==> config.mk <==
export PLATFORM = sky130hd
export DESIGN_NAME = ps2_keyboard_rx_flat
export DESIGN_NICKNAME = d
export VERILOG_FILES = /design/src/rtl/ps2_keyboard_rx_if.sv /design/src/rtl/ps2_keyboard_rx.sv /design/src/flat_wrapper.sv
export SDC_FILE = /design/constraint.sdc
export NUM_CORES = 1
export LEC_CHECK = 0
export ABC_AREA = 1
export BUFFER_PORTS_ARGS = -buffer_cell sky130_fd_sc_hd__buf_2
export CAP_MARGIN = 5
export CORE_UTILIZATION = 55
export CTS_BUF_LIST = sky130_fd_sc_hd__clkbuf_16
export CTS_CLUSTER_DIAMETER = 40
export DETAILED_ROUTE_END_ITERATION = 16
export PLACE_DENSITY = 0.79
export SLEW_MARGIN = 30
export SYNTH_ARGS = -nofsm -noshare
export SYNTH_HDL_FRONTEND = slang
export SYNTH_SLANG_ARGS = --single-unit
==> constraint.sdc <==
create_clock -name clk -period 1.8 [get_ports clk]
set_input_delay 0.36 -clock clk [delete_from_list [all_inputs] [get_ports clk]]
set_output_delay 0.36 -clock clk [all_outputs]
set_load 0.02 [all_outputs]
==> src/rtl/ps2_keyboard_rx_if.sv <==
// ps2_keyboard_rx_if: PS/2 pins in, decoded scan-code events out.
// master = receiver, slave = pin driver / game-logic consumer.
interface ps2_keyboard_rx_if;
    logic       keyclk;
    logic       keyinput;
    logic [7:0] code;
    logic       code_valid;
    logic       is_break;
    logic       is_extended;
    logic       frame_err;
    logic       busy;

    modport master (
        input  keyclk,
        input  keyinput,
        output code,
        output code_valid,
        output is_break,
        output is_extended,
        output frame_err,
        output busy
    );

    modport slave (
        output keyclk,
        output keyinput,
        input  code,
        input  code_valid,
        input  is_break,
        input  is_extended,
        input  frame_err,
        input  busy
    );
endinterface

==> src/rtl/ps2_keyboard_rx.sv <==
// ps2_keyboard_rx: filtered PS/2 deframer with scan-code event strobe.
// Define PS2_PREFIX_DECODE_EN to fold E0/F0 prefixes into flags.
module ps2_keyboard_rx #(
    parameter int FILTER_LEN     = 8,
    parameter int TIMEOUT_CYCLES = 100000
) (
    input  logic               clk,
    input  logic               rst,
    ps2_keyboard_rx_if.master  bus
);

    localparam int FW = $clog2(FILTER_LEN + 1);
    localparam logic [FW-1:0] F_LAST = FW'(FILTER_LEN - 1);
    localparam int TW = $clog2(TIMEOUT_CYCLES + 1);
    localparam logic [TW-1:0] T_END = TW'(TIMEOUT_CYCLES);

    localparam logic [1:0] S_IDLE   = 2'd0;
    localparam logic [1:0] S_DATA   = 2'd1;
    localparam logic [1:0] S_PARITY = 2'd2;
    localparam logic [1:0] S_STOP   = 2'd3;

    // Index 0 is keyclk, index 1 is keyinput.
    logic [1:0]    pin_raw;
    logic [1:0]    sync_a;
    logic [1:0]    sync_b;
    logic [1:0]    filt;
    logic [FW-1:0] fcnt [2];

    logic          clk_q;
    logic          fall;
    logic          din;

    logic [1:0]    state;
    logic [2:0]    bit_cnt;
    logic [7:0]    shreg;
    logic          par_bit;
    logic [TW-1:0] to_cnt;
    logic          timeout;
    logic          frame_ok;

    logic [7:0]    code_q;
    logic          valid_q;
    logic          err_q;
`ifdef PS2_PREFIX_DECODE_EN
    logic          brk_q;
    logic          ext_q;
    logic          brk_p;
    logic          ext_p;
`endif

    assign pin_raw = {bus.keyinput, bus.keyclk};

    always_ff @(posedge clk or posedge rst) begin
        if (rst) begin
            sync_a <= 2'b11;
            sync_b <= 2'b11;
        end else begin
            sync_a <= pin_raw;
            sync_b <= sync_a;
        end
    end

    // Level flips only after FILTER_LEN consecutive samples disagree with it.
    always_ff @(posedge clk or posedge rst) begin
        if (rst) begin
            filt    <= 2'b11;
            fcnt[0] <= '0;
            fcnt[1] <= '0;
        end else begin
            for (int i = 0; i < 2; i++) begin
                if (sync_b[i] == filt[i]) begin
                    fcnt[i] <= '0;
                end else if (fcnt[i] == F_LAST) begin
                    filt[i] <= sync_b[i];
                    fcnt[i] <= '0;
                end else begin
                    fcnt[i] <= fcnt[i] + 1'b1;
                end
            end
        end
    end

    always_ff @(posedge clk or posedge rst) begin
        if (rst) begin
            clk_q <= 1'b1;
        end else begin
            clk_q <= filt[0];
        end
    end

    assign fall     = clk_q & ~filt[0];
    assign din      = filt[1];
    assign timeout  = (state != S_IDLE) && (to_cnt == T_END) && !fall;
    assign frame_ok = din & (^{shreg, par_bit});

    always_ff @(posedge clk or posedge rst) begin
        if (rst) begin
            to_cnt <= '0;
        end else if (fall || state == S_IDLE) begin
            to_cnt <= '0;
        end else if (to_cnt != T_END) begin
            to_cnt <= to_cnt + 1'b1;
        end
    end

    always_ff @(posedge clk or posedge rst) begin
        if (rst) begin
            state   <= S_IDLE;
            bit_cnt <= 3'd0;
            shreg   <= 8'h00;
            par_bit <= 1'b0;
            code_q  <= 8'h00;
            valid_q <= 1'b0;
            err_q   <= 1'b0;
`ifdef PS2_PREFIX_DECODE_EN
            brk_q   <= 1'b0;
            ext_q   <= 1'b0;
            brk_p   <= 1'b0;
            ext_p   <= 1'b0;
`endif
        end else begin
            valid_q <= 1'b0;
            err_q   <= 1'b0;
            if (timeout) begin
                state   <= S_IDLE;
                bit_cnt <= 3'd0;
                shreg   <= 8'h00;
                err_q   <= 1'b1;
`ifdef PS2_PREFIX_DECODE_EN
                brk_p   <= 1'b0;
                ext_p   <= 1'b0;
`endif
            end else if (fall) begin
                case (state)
                    S_IDLE: begin
                        if (!din) begin
                            state   <= S_DATA;
                            bit_cnt <= 3'd0;
                        end
                    end
                    S_DATA: begin
                        shreg   <= {din, shreg[7:1]};
                        bit_cnt <= bit_cnt + 3'd1;
                        if (bit_cnt == 3'd7) begin
                            state <= S_PARITY;
                        end
                    end
                    S_PARITY: begin
                        par_bit <= din;
                        state   <= S_STOP;
                    end
                    S_STOP: begin
                        state <= S_IDLE;
                        if (!frame_ok) begin
                            err_q <= 1'b1;
`ifdef PS2_PREFIX_DECODE_EN
                            brk_p <= 1'b0;
                            ext_p <= 1'b0;
`endif
                        end else begin
`ifdef PS2_PREFIX_DECODE_EN
                            if (shreg == 8'hE0) begin
                                ext_p <= 1'b1;
                            end else if (shreg == 8'hF0) begin
                                brk_p <= 1'b1;
                            end else begin
                                code_q  <= shreg;
                                brk_q   <= brk_p;
                                ext_q   <= ext_p;
                                valid_q <= 1'b1;
                                brk_p   <= 1'b0;
                                ext_p   <= 1'b0;
                            end
`else
                            code_q  <= shreg;
                            valid_q <= 1'b1;
`endif
                        end
                    end
                    default: state <= S_IDLE;
                endcase
            end
        end
    end

    assign bus.code       = code_q;
    assign bus.code_valid = valid_q;
    assign bus.frame_err  = err_q;
    assign bus.busy       = (state != S_IDLE);
`ifdef PS2_PREFIX_DECODE_EN
    assign bus.is_break    = brk_q;
    assign bus.is_extended = ext_q;
`else
    assign bus.is_break    = 1'b0;
    assign bus.is_extended = 1'b0;
`endif

endmodule

==> src/flat_wrapper.sv <==
// flat-port wrapper written by rule: the top's interface ports become plain ports
module ps2_keyboard_rx_flat 
#(
    parameter int FILTER_LEN     = 8,
    parameter int TIMEOUT_CYCLES = 100000
)
  (clk, rst, bus_keyclk, bus_keyinput, bus_code, bus_code_valid, bus_is_break, bus_is_extended, bus_frame_err, bus_busy);
  ps2_keyboard_rx_if bus_i ();
  input  logic clk;
  input  logic rst;
  input wire logic [$bits(bus_i.keyclk)-1:0] bus_keyclk;
  input wire logic [$bits(bus_i.keyinput)-1:0] bus_keyinput;
  output wire logic [$bits(bus_i.code)-1:0] bus_code;
  output wire logic [$bits(bus_i.code_valid)-1:0] bus_code_valid;
  output wire logic [$bits(bus_i.is_break)-1:0] bus_is_break;
  output wire logic [$bits(bus_i.is_extended)-1:0] bus_is_extended;
  output wire logic [$bits(bus_i.frame_err)-1:0] bus_frame_err;
  output wire logic [$bits(bus_i.busy)-1:0] bus_busy;
  assign bus_i.keyclk = bus_keyclk;
  assign bus_i.keyinput = bus_keyinput;
  assign bus_code = bus_i.code;
  assign bus_code_valid = bus_i.code_valid;
  assign bus_is_break = bus_i.is_break;
  assign bus_is_extended = bus_i.is_extended;
  assign bus_frame_err = bus_i.frame_err;
  assign bus_busy = bus_i.busy;
  ps2_keyboard_rx #(.FILTER_LEN(FILTER_LEN), .TIMEOUT_CYCLES(TIMEOUT_CYCLES)) u_core (.clk(clk), .rst(rst), .bus(bus_i));
endmodule
==> results.cfg, run 1 <==
[status]
status = finished, final reports clean

[placement]
dpl.hpwl_um = 4030
port_buffers = 14
place.gp.congestion = 0.936
preCtsSetupSlack_ns = 0.193

[synth]
seq_area_frac_synth_pct = 46.8
syn-cell-area_mm2 = 0.00301
synth_top_family_by_area = simple AND/OR/NAND/NOR gates
synth_xor_area_share_pct = 2.03
synth_compound_area_share_pct = 6.06
synthCells = 376
yosys_register_bits = 56
synth.area.mux_share_pct = 0.374
yosys.area.top_type = dfrtp_1
synth.top_cell.area_share_pct = 40.7
ys_types = 36
synth_area_leaders = dfrtp_1 (41%), nand2_1 (13%), inv_1 (6.4%)
synth_edf_count = 0
async_flop_share_pct = 100
yosys_warnings = 0
synth_area_per_cell_um2 = 8.02
synthSimpleGateAreaFrac_pct = 32.2
synth_flop_cell = dfrtp_1
synthAdderAreaFrac_pct = 4.57

[setup_path]
slowest_stage = dfrtp_1
crit_path_max_fanout = 4
start_kind = register
worstReg2RegStart = u_core.to_cnt[0]$_DFFE_PP0P_
r2r_slack_ns = 0.15
critPathTopFamily = buffers and inverters
crit_type = reg2out
crit_path_max_incr_delay_ns = 0.40
critPathCaptureType = primary output
arrival_ns = 1.36
r2r-end = u_core.shreg[6]$_DFFE_PP0P_
cp_common_cell = inv_1
cp.required_ns = 1.44
worstRegToRegCells = 8
cp.buffers_inverters = 3
crit_chain = inv_1, ha_1, inv_1, buf_2

[die]
die_h_um = 76.0
die_area_mm2 = 0.00578
die_w_um = 76.0
start_util_pct = 57.9
pin_count = 17
num_rows = 26
fp.coreArea_mm2 = 0.00520

[clock_network]
clk_pin_slew_ns = 0.07
clock_latency_ns = 0.29
cts_buffers = 5
htree_levels = 2
postCtsHoldBufs = 0
postCtsSetupBuffers = 0
cts_tree = built
clock_sinks = 56
ctsResizeCount = 0
cts_buffer_depth = 2
root_buffer = clkbuf_16

[sta]
layout_setup_ws_ns = 0.0849
drv_slew = 0
fin_skew_ns = 0.00488
fin_setup_tns_ns = 0
fin_crit_sh_pct = 95.3
min_period_ns = 1.72
final-hold-violation-count = 0
grt_setup_unrepaired = no
max_freq_mhz = 583
setup_viol = 0

[global_routing]
grt_first_pass_wirelength_um = 10300
met1_usage_pct = 28.2
grt_max_degree = 41
grt_pass1_vias = 2401
busiest_layer = met2
grt_use_total_pct = 22.0
antenna_found_initial = 0
use_met2_pct = 36.7
grt_remaining_overflow = 0
met3_usage_pct = 3.11

[detailed_routing]
drt_iter0_drc = 177
wl_per_cell_um = 11.9
wirelength_um = 5550
viasPerCell = 5.18
ant_nets = 0
first_pass_iters = 4
vias = 2419
drc = 0

[power]
irDropWorstVdd_mv = 0.641
p_leak_nw = 1.71
power_w = 0.00370
pwr_density_cell_mw_per_mm2 = 1110

[worst_hold_path]
hp-class = in2async

[finish]
final_cell_mix = nand2_1 (102), inv_1 (50), dfrtp_1 (49)
nets = 411
antenna_cells = 0
layout.cells.most_common = nand2_1
fin_util_pct = 64.3
area_delta_synth_final_pct = 11.0
drive_gt1_share_pct = 13.4

[run]
timing.max_cap.violations = 0
==> metal layers <==
| metal | vias up | part of all wire (%) | routed length, µm |
|---|---|---|---|
| li1 | 1236 | - | - |
| met1 | 1128 | 47 | 2600 |
| met2 | 44 | 48 | 2690 |
| met3 | 11 | 2.7 | 151 |
| met4 | 0 | 2.1 | 117 |
| met5 | - | 0 | 0 |
==> power by group <==
group / internal [W] / total, W / leakage (nW) / switching (W)
clock network: 0.000654 / 0.00109 / 0.0798 / 0.000439
registers: 0.00143 / 0.00160 / 0.748 / 0.000163
logic: 0.000356 / 0.00101 / 0.880 / 0.000657
total: 0.00244 / 0.00370 / 1.71 / 0.00126
==> metrics by stage <==
| stage | area [µm²] | std cells | hold WS (ns) |
|---|---|---|---|
| after floorplan | 3020 | 377 | 0.345 |
| after global placement | 3180 | 459 | 0.347 |
| after detailed placement | 3180 | 459 | 0.348 |
| after CTS | 3350 | 467 | 0.0597 |
| after global routing | 3350 | 467 | 0.0737 |
| final | 3350 | 467 | 0.0420 |
==> flip-flops by register name (all words and copies together) (netlist names) <==
name                   flops
u_core.to_cnt             17
u_core.shreg               8
u_core.bus.frame_err       1
u_core.par_bit             1
u_core.bus.code_valid      1
u_core.state               2
u_core.fcnt                8
u_core.filt                2
u_core.sync_b              2
u_core.clk_q               1
u_core.sync_a              2
u_core.bit_cnt             3
u_core.bus.code            8
==> synthesized netlist by cell type (all sizes together), types with 2 or more instances <==
master / number
nand2: 107
inv: 52
dfrtp: 49
nor2: 41
nand3: 32
o21ai: 19
nand4: 17
a21oi: 11
ha: 11
dfstp: 7
nor3: 6
buf: 4
xnor2: 4
xor2: 3
clkbuf: 2
nand3b: 2
==> layout make-up <==
| type | count | area, µm² |
|---|---|---|
| Fill cell | 441 | 1860 |
| Sequential cell | 56 | 1410 |
| Multi-Input combinational cell | 262 | 1370 |
| Inverter | 53 | 199 |
| Clock buffer | 5 | 125 |
| Timing Repair Buffer | 18 | 113 |
| Tap cell | 70 | 87.6 |
| Clock inverter | 3 | 42.5 |
==> worst max-delay path by stage <==
stage,from,endpoint,depth (start not counted)
final,u_core.state[0]$_DFFE_PP0P_,bus_busy,4
after global routing,u_core.to_cnt[1]$_DFFE_PP0P_,u_core.shreg[3]$_DFFE_PP0P_,8
after CTS,u_core.state[0]$_DFFE_PP0P_,bus_busy,4
after detailed placement,u_core.to_cnt[0]$_DFFE_PP0P_,u_core.bit_cnt[2]$_DFFE_PP0P_,9
after global placement,u_core.to_cnt[0]$_DFFE_PP0P_,u_core.bit_cnt[1]$_DFFE_PP0P_,9
after floorplan,rst,u_core.bit_cnt[0]$_DFFE_PP0P_,1
==> worst register-to-register path, stage by stage (launching register included) <==
cell     delay [ns]
dfrtp_1        0.42
inv_1          0.09
ha_1           0.17
nand4_1        0.15
nor2_4         0.16
nand4_4        0.13
buf_4          0.21
nand3_1        0.08
o21ai_0        0.11
==> kinds of logic (layout without fill, tap and decap cells) <==
group           after synthesis  count (layout)
compound gates               33              33
xor+xnor                      7               7
buf+inv                      59              79
fa+ha+maj                    11              11
simple gates                208             208
mux                           1               1
other cells                   1               2
flops                        56              56
Note: power is estimated with default switching activity, not from simulation.
==> run 2, diff against run 1 <==
--- a/config.mk
+++ b/config.mk
@@ -12,6 +12,7 @@
 export CTS_BUF_LIST = sky130_fd_sc_hd__clkbuf_16
 export CTS_CLUSTER_DIAMETER = 40
 export DETAILED_ROUTE_END_ITERATION = 16
+export MAX_ROUTING_LAYER = met4
 export PLACE_DENSITY = 0.79
 export SLEW_MARGIN = 30
 export SYNTH_ARGS = -nofsm -noshare
==> results.cfg, run 2 (synthesis gave the netlist of run 1 again) <==
[status]
status = finished, final reports clean

[global_routing]
grt_pass1_vias = 2404
grt_remaining_overflow = 0
grt_max_degree = 41
grt_first_pass_wirelength_um = 10300
antenna_found_initial = 0
grt_use_total_pct = 22.6

[die]
die_area_mm2 = 0.00578
start_util_pct = 57.9
die_w_um = 76.0
num_rows = 26
pin_count = 17
die_h_um = 76.0
fp.coreArea_mm2 = 0.00520

[placement]
place.gp.congestion = 0.953
dpl.hpwl_um = 4030
port_buffers = 14
dp_cells = 459

[detailed_routing]
wl_per_cell_um = 12.0
drc = 0
ant_nets = 0
viasPerCell = 5.21
vias = 2432
wirelength_um = 5600
drt_iter0_drc = 174
first_pass_iters = 4

[power]
p_leak_nw = 1.71
pwr_density_cell_mw_per_mm2 = 1110
irDropWorstVdd_mv = 0.641

[sta]
fin_crit_sh_pct = 95.5
fin_setup_tns_ns = 0
grt_setup_unrepaired = no
drv_slew = 0
min_period_ns = 1.72
max_freq_mhz = 582
fin_skew_ns = 0.00491
setup_viol = 0
final-hold-violation-count = 0

[clock_network]
root_buffer = clkbuf_16
cts_buffers = 5
postCtsSetupBuffers = 0
clock_sinks = 56
ctsResizeCount = 0
cts_tree = built
clk_pin_slew_ns = 0.07
postCtsHoldBufs = 0
cts_buffer_depth = 2
clock_latency_ns = 0.29
htree_levels = 2

[finish]
layout.cells.most_common = nand2_1
top_register = u_core.to_cnt
nets = 411
fillCellCount = 441
antenna_cells = 0
finalNonFillerCells = 467
final_cell_mix = nand2_1 (102), inv_1 (50), dfrtp_1 (49)
area_delta_synth_final_pct = 11.0
drive_gt1_share_pct = 13.4
largest_reg_flops = 17

[run]
timing.max_cap.violations = 0

[setup_path]
crit_type = reg2out
critPathCaptureType = primary output
crit_path_max_fanout = 4
start_kind = register
arrival_ns = 1.36
cp.required_ns = 1.44

[worst_hold_path]
hp-class = in2async
run 2: cell counts in the layout (fill, tap and decap cells not counted):
No cell type changed its count.
run 2: path summary, 6_finish.rpt:
check                                              from                           to  slack, ns  cells after the start
max                         u_core.state[0]$_DFFE_PP0P_                     bus_busy       0.08                      4
min                                                 rst     u_core.fcnt[7]$_DFF_PP0_       0.04                      2
max reg2reg                u_core.to_cnt[0]$_DFFE_PP0P_  u_core.shreg[6]$_DFFE_PP0P_       0.15                      8
min reg2reg                  u_core.sync_a[1]$_DFF_PP1_   u_core.sync_b[1]$_DFF_PP1_       0.36                      0
max in group asynchronous                           rst       u_core.clk_q$_DFF_PP1_       1.16                      3
min in group clk                           bus_keyinput   u_core.sync_a[1]$_DFF_PP1_       0.16                      1
run 2: worst max-delay path, cell delays in order, from the launching register on:
cell and delay (ns):
dfrtp_1 0.40, inv_1 0.10, ha_1 0.25, inv_1 0.14, buf_2 0.18
run 2: metrics by stage:
step,total power [W],util [%],setup slack [ns],area [µm²],hold slack (ns)
2_1_floorplan,0.00239,-,0.0803,3020,0.345
3_3_place_gp,0.00258,61.1,0.240,3180,0.347
3_5_place_dp,0.00263,61.1,0.193,3180,0.348
4_1_cts,0.00373,64.3,0.0817,3350,0.0597
5_1_grt,0.00396,64.3,0.0239,3350,0.0737
6_report,0.00370,64.3,0.0810,3350,0.0421
run 2: where the power goes:
part           total (W)  switching [W]  internal, W  leakage (nW)
clock network    0.00109       0.000439     0.000654        0.0798
logic            0.00102       0.000660     0.000356         0.880
registers        0.00160       0.000164      0.00143         0.748
total            0.00370        0.00126      0.00244          1.71
run 2: area by class of cell:
class	instances	area, µm²	area share [%]
Sequential cell	56	1410	42.1
Multi-Input combinational cell	262	1370	40.9
Inverter	53	199	5.94
Clock buffer	5	125	3.74
Timing Repair Buffer	18	113	3.36
Tap cell	70	87.6	2.62
Clock inverter	3	42.5	1.27
run 2: routing by layer:
| layer | up-vias | wire [µm] | GRT usage [%] |
|---|---|---|---|
| li1 | 1238 | - | - |
| met1 | 1137 | 2650 | 28.1 |
| met2 | 46 | 2690 | 36.7 |
| met3 | 11 | 148 | 3.11 |
| met4 | 0 | 118 | 10.4 |
| met5 | - | 0 | - |
==> run 3, diff against run 2 <==
--- a/config.mk
+++ b/config.mk
@@ -8,6 +8,7 @@
 export ABC_AREA = 1
 export BUFFER_PORTS_ARGS = -buffer_cell sky130_fd_sc_hd__buf_2
 export CAP_MARGIN = 5
+export CORE_ASPECT_RATIO = 1.1
 export CORE_UTILIZATION = 55
 export CTS_BUF_LIST = sky130_fd_sc_hd__clkbuf_16
 export CTS_CLUSTER_DIAMETER = 40
==> results.cfg, run 3 (synthesis gave the netlist of run 1 again) <==
[die]
die_h_um = 79.6
die_w_um = 72.6
pin_count = 17
start_util_pct = 58.7
num_rows = 27
die_area_mm2 = 0.00578
fp.coreArea_mm2 = 0.00513

[finish]
final_cell_mix = nand2_1 (102), inv_1 (52), dfrtp_1 (49)
fin_area_mm2 = 0.00333
top_register = u_core.to_cnt
drive_gt1_share_pct = 13.1
antenna_cells = 0
finalNonFillerCells = 470
nets = 412
area_delta_synth_final_pct = 10.4
layout.cells.most_common = nand2_1
largest_reg_flops = 17

[global_routing]
grt_use_total_pct = 22.8
grt_remaining_overflow = 0
grt_first_pass_wirelength_um = 9920
grt_max_degree = 36
antenna_found_initial = 0
grt_pass1_vias = 2361

[detailed_routing]
ant_nets = 0
drt_iter0_drc = 119
first_pass_iters = 4
viasPerCell = 5.13
vias = 2409
wirelength_um = 5580
wl_per_cell_um = 11.9
drc = 0

[sta]
setup_viol = 0
grt_setup_unrepaired = no
drv_slew = 0
final-hold-violation-count = 0
fin_crit_sh_pct = 92.8
max_freq_mhz = 598
fin_skew_ns = 0.00758
fin_setup_tns_ns = 0
min_period_ns = 1.67

[status]
status = finished, final reports clean

[clock_network]
root_buffer = clkbuf_16
clock_latency_ns = 0.29
postCtsSetupBuffers = 0
clock_sinks = 56
cts_tree = built
ctsResizeCount = 0
htree_levels = 2
cts_buffers = 5
postCtsHoldBufs = 0
clk_pin_slew_ns = 0.07
cts_buffer_depth = 2

[power]
irDropWorstVdd_mv = 0.577
power_w = 0.00356
pwr_density_cell_mw_per_mm2 = 1070
p_leak_nw = 1.71

[placement]
dpl.hpwl_um = 4090
place.gp.congestion = 0.877
dp_cells = 462
placed_area_mm2 = 0.00319
port_buffers = 14

[setup_path]
start_kind = register
arrival_ns = 1.31
crit_type = reg2out
crit_path_max_fanout = 4
critPathCaptureType = primary output
cp.required_ns = 1.44

[worst_hold_path]
hp-class = in2async

[run]
timing.max_cap.violations = 0
==> run 3: worst paths after layout <==
path / start / slack, ns / depth (start not counted) / to
max in group asynchronous: rst / 1.12 / 3 / u_core.sync_a[1]$_DFF_PP1_
worst min register to register: u_core.sync_a[1]$_DFF_PP1_ / 0.36 / 0 / u_core.sync_b[1]$_DFF_PP1_
worst min-delay path: rst / 0.07 / 2 / u_core.bus.frame_err$_DFF_PP0_
worst max-delay path: u_core.state[1]$_DFFE_PP0P_ / 0.13 / 4 / bus_busy
worst max register to register: u_core.state[1]$_DFFE_PP0P_ / 0.17 / 7 / u_core.shreg[4]$_DFFE_PP0P_
min in group clk: bus_keyinput / 0.16 / 1 / u_core.sync_a[1]$_DFF_PP1_
==> run 3: through the flow <==
step	worst slack, ns	hold slack [ns]	utilization (%)
floorplan	0.0803	0.345	-
global placement	0.258	0.346	62.1
detailed placement	0.174	0.347	62.1
CTS	0.121	0.0905	64.8
global route	0.00698	0.115	64.8
finish	0.129	0.0746	64.8
==> run 3: report_power, final <==
group / internal [W] / total [W] / switching (W)
registers: 0.00143 / 0.00160 / 0.000166
clock network: 0.000504 / 0.000922 / 0.000418
logic: 0.000377 / 0.00104 / 0.000664
==> run 3: final cells by class <==
| class | instances | area [µm²] |
|---|---|---|
| fill | 442 | 1810 |
| clock buffer | 5 | 125 |
| clock inverter | 3 | 12.5 |
| inverter | 53 | 199 |
| timing repair buffer | 19 | 120 |
| multi-input combinational | 262 | 1370 |
| sequential | 56 | 1410 |
| tap | 72 | 90.1 |
==> run 3: layer usage <==
layer	wire length, µm	global-route usage (%)
met1	2590	27.4
met5	0	-
met4	109	9.61
met3	172	4.92
met2	2710	37.3
==> run 3: critical path, stage by stage, from the launching register on <==
cell     delay [ns]
dfrtp_1        0.42
inv_1          0.11
ha_1           0.23
inv_1          0.10
buf_2          0.17
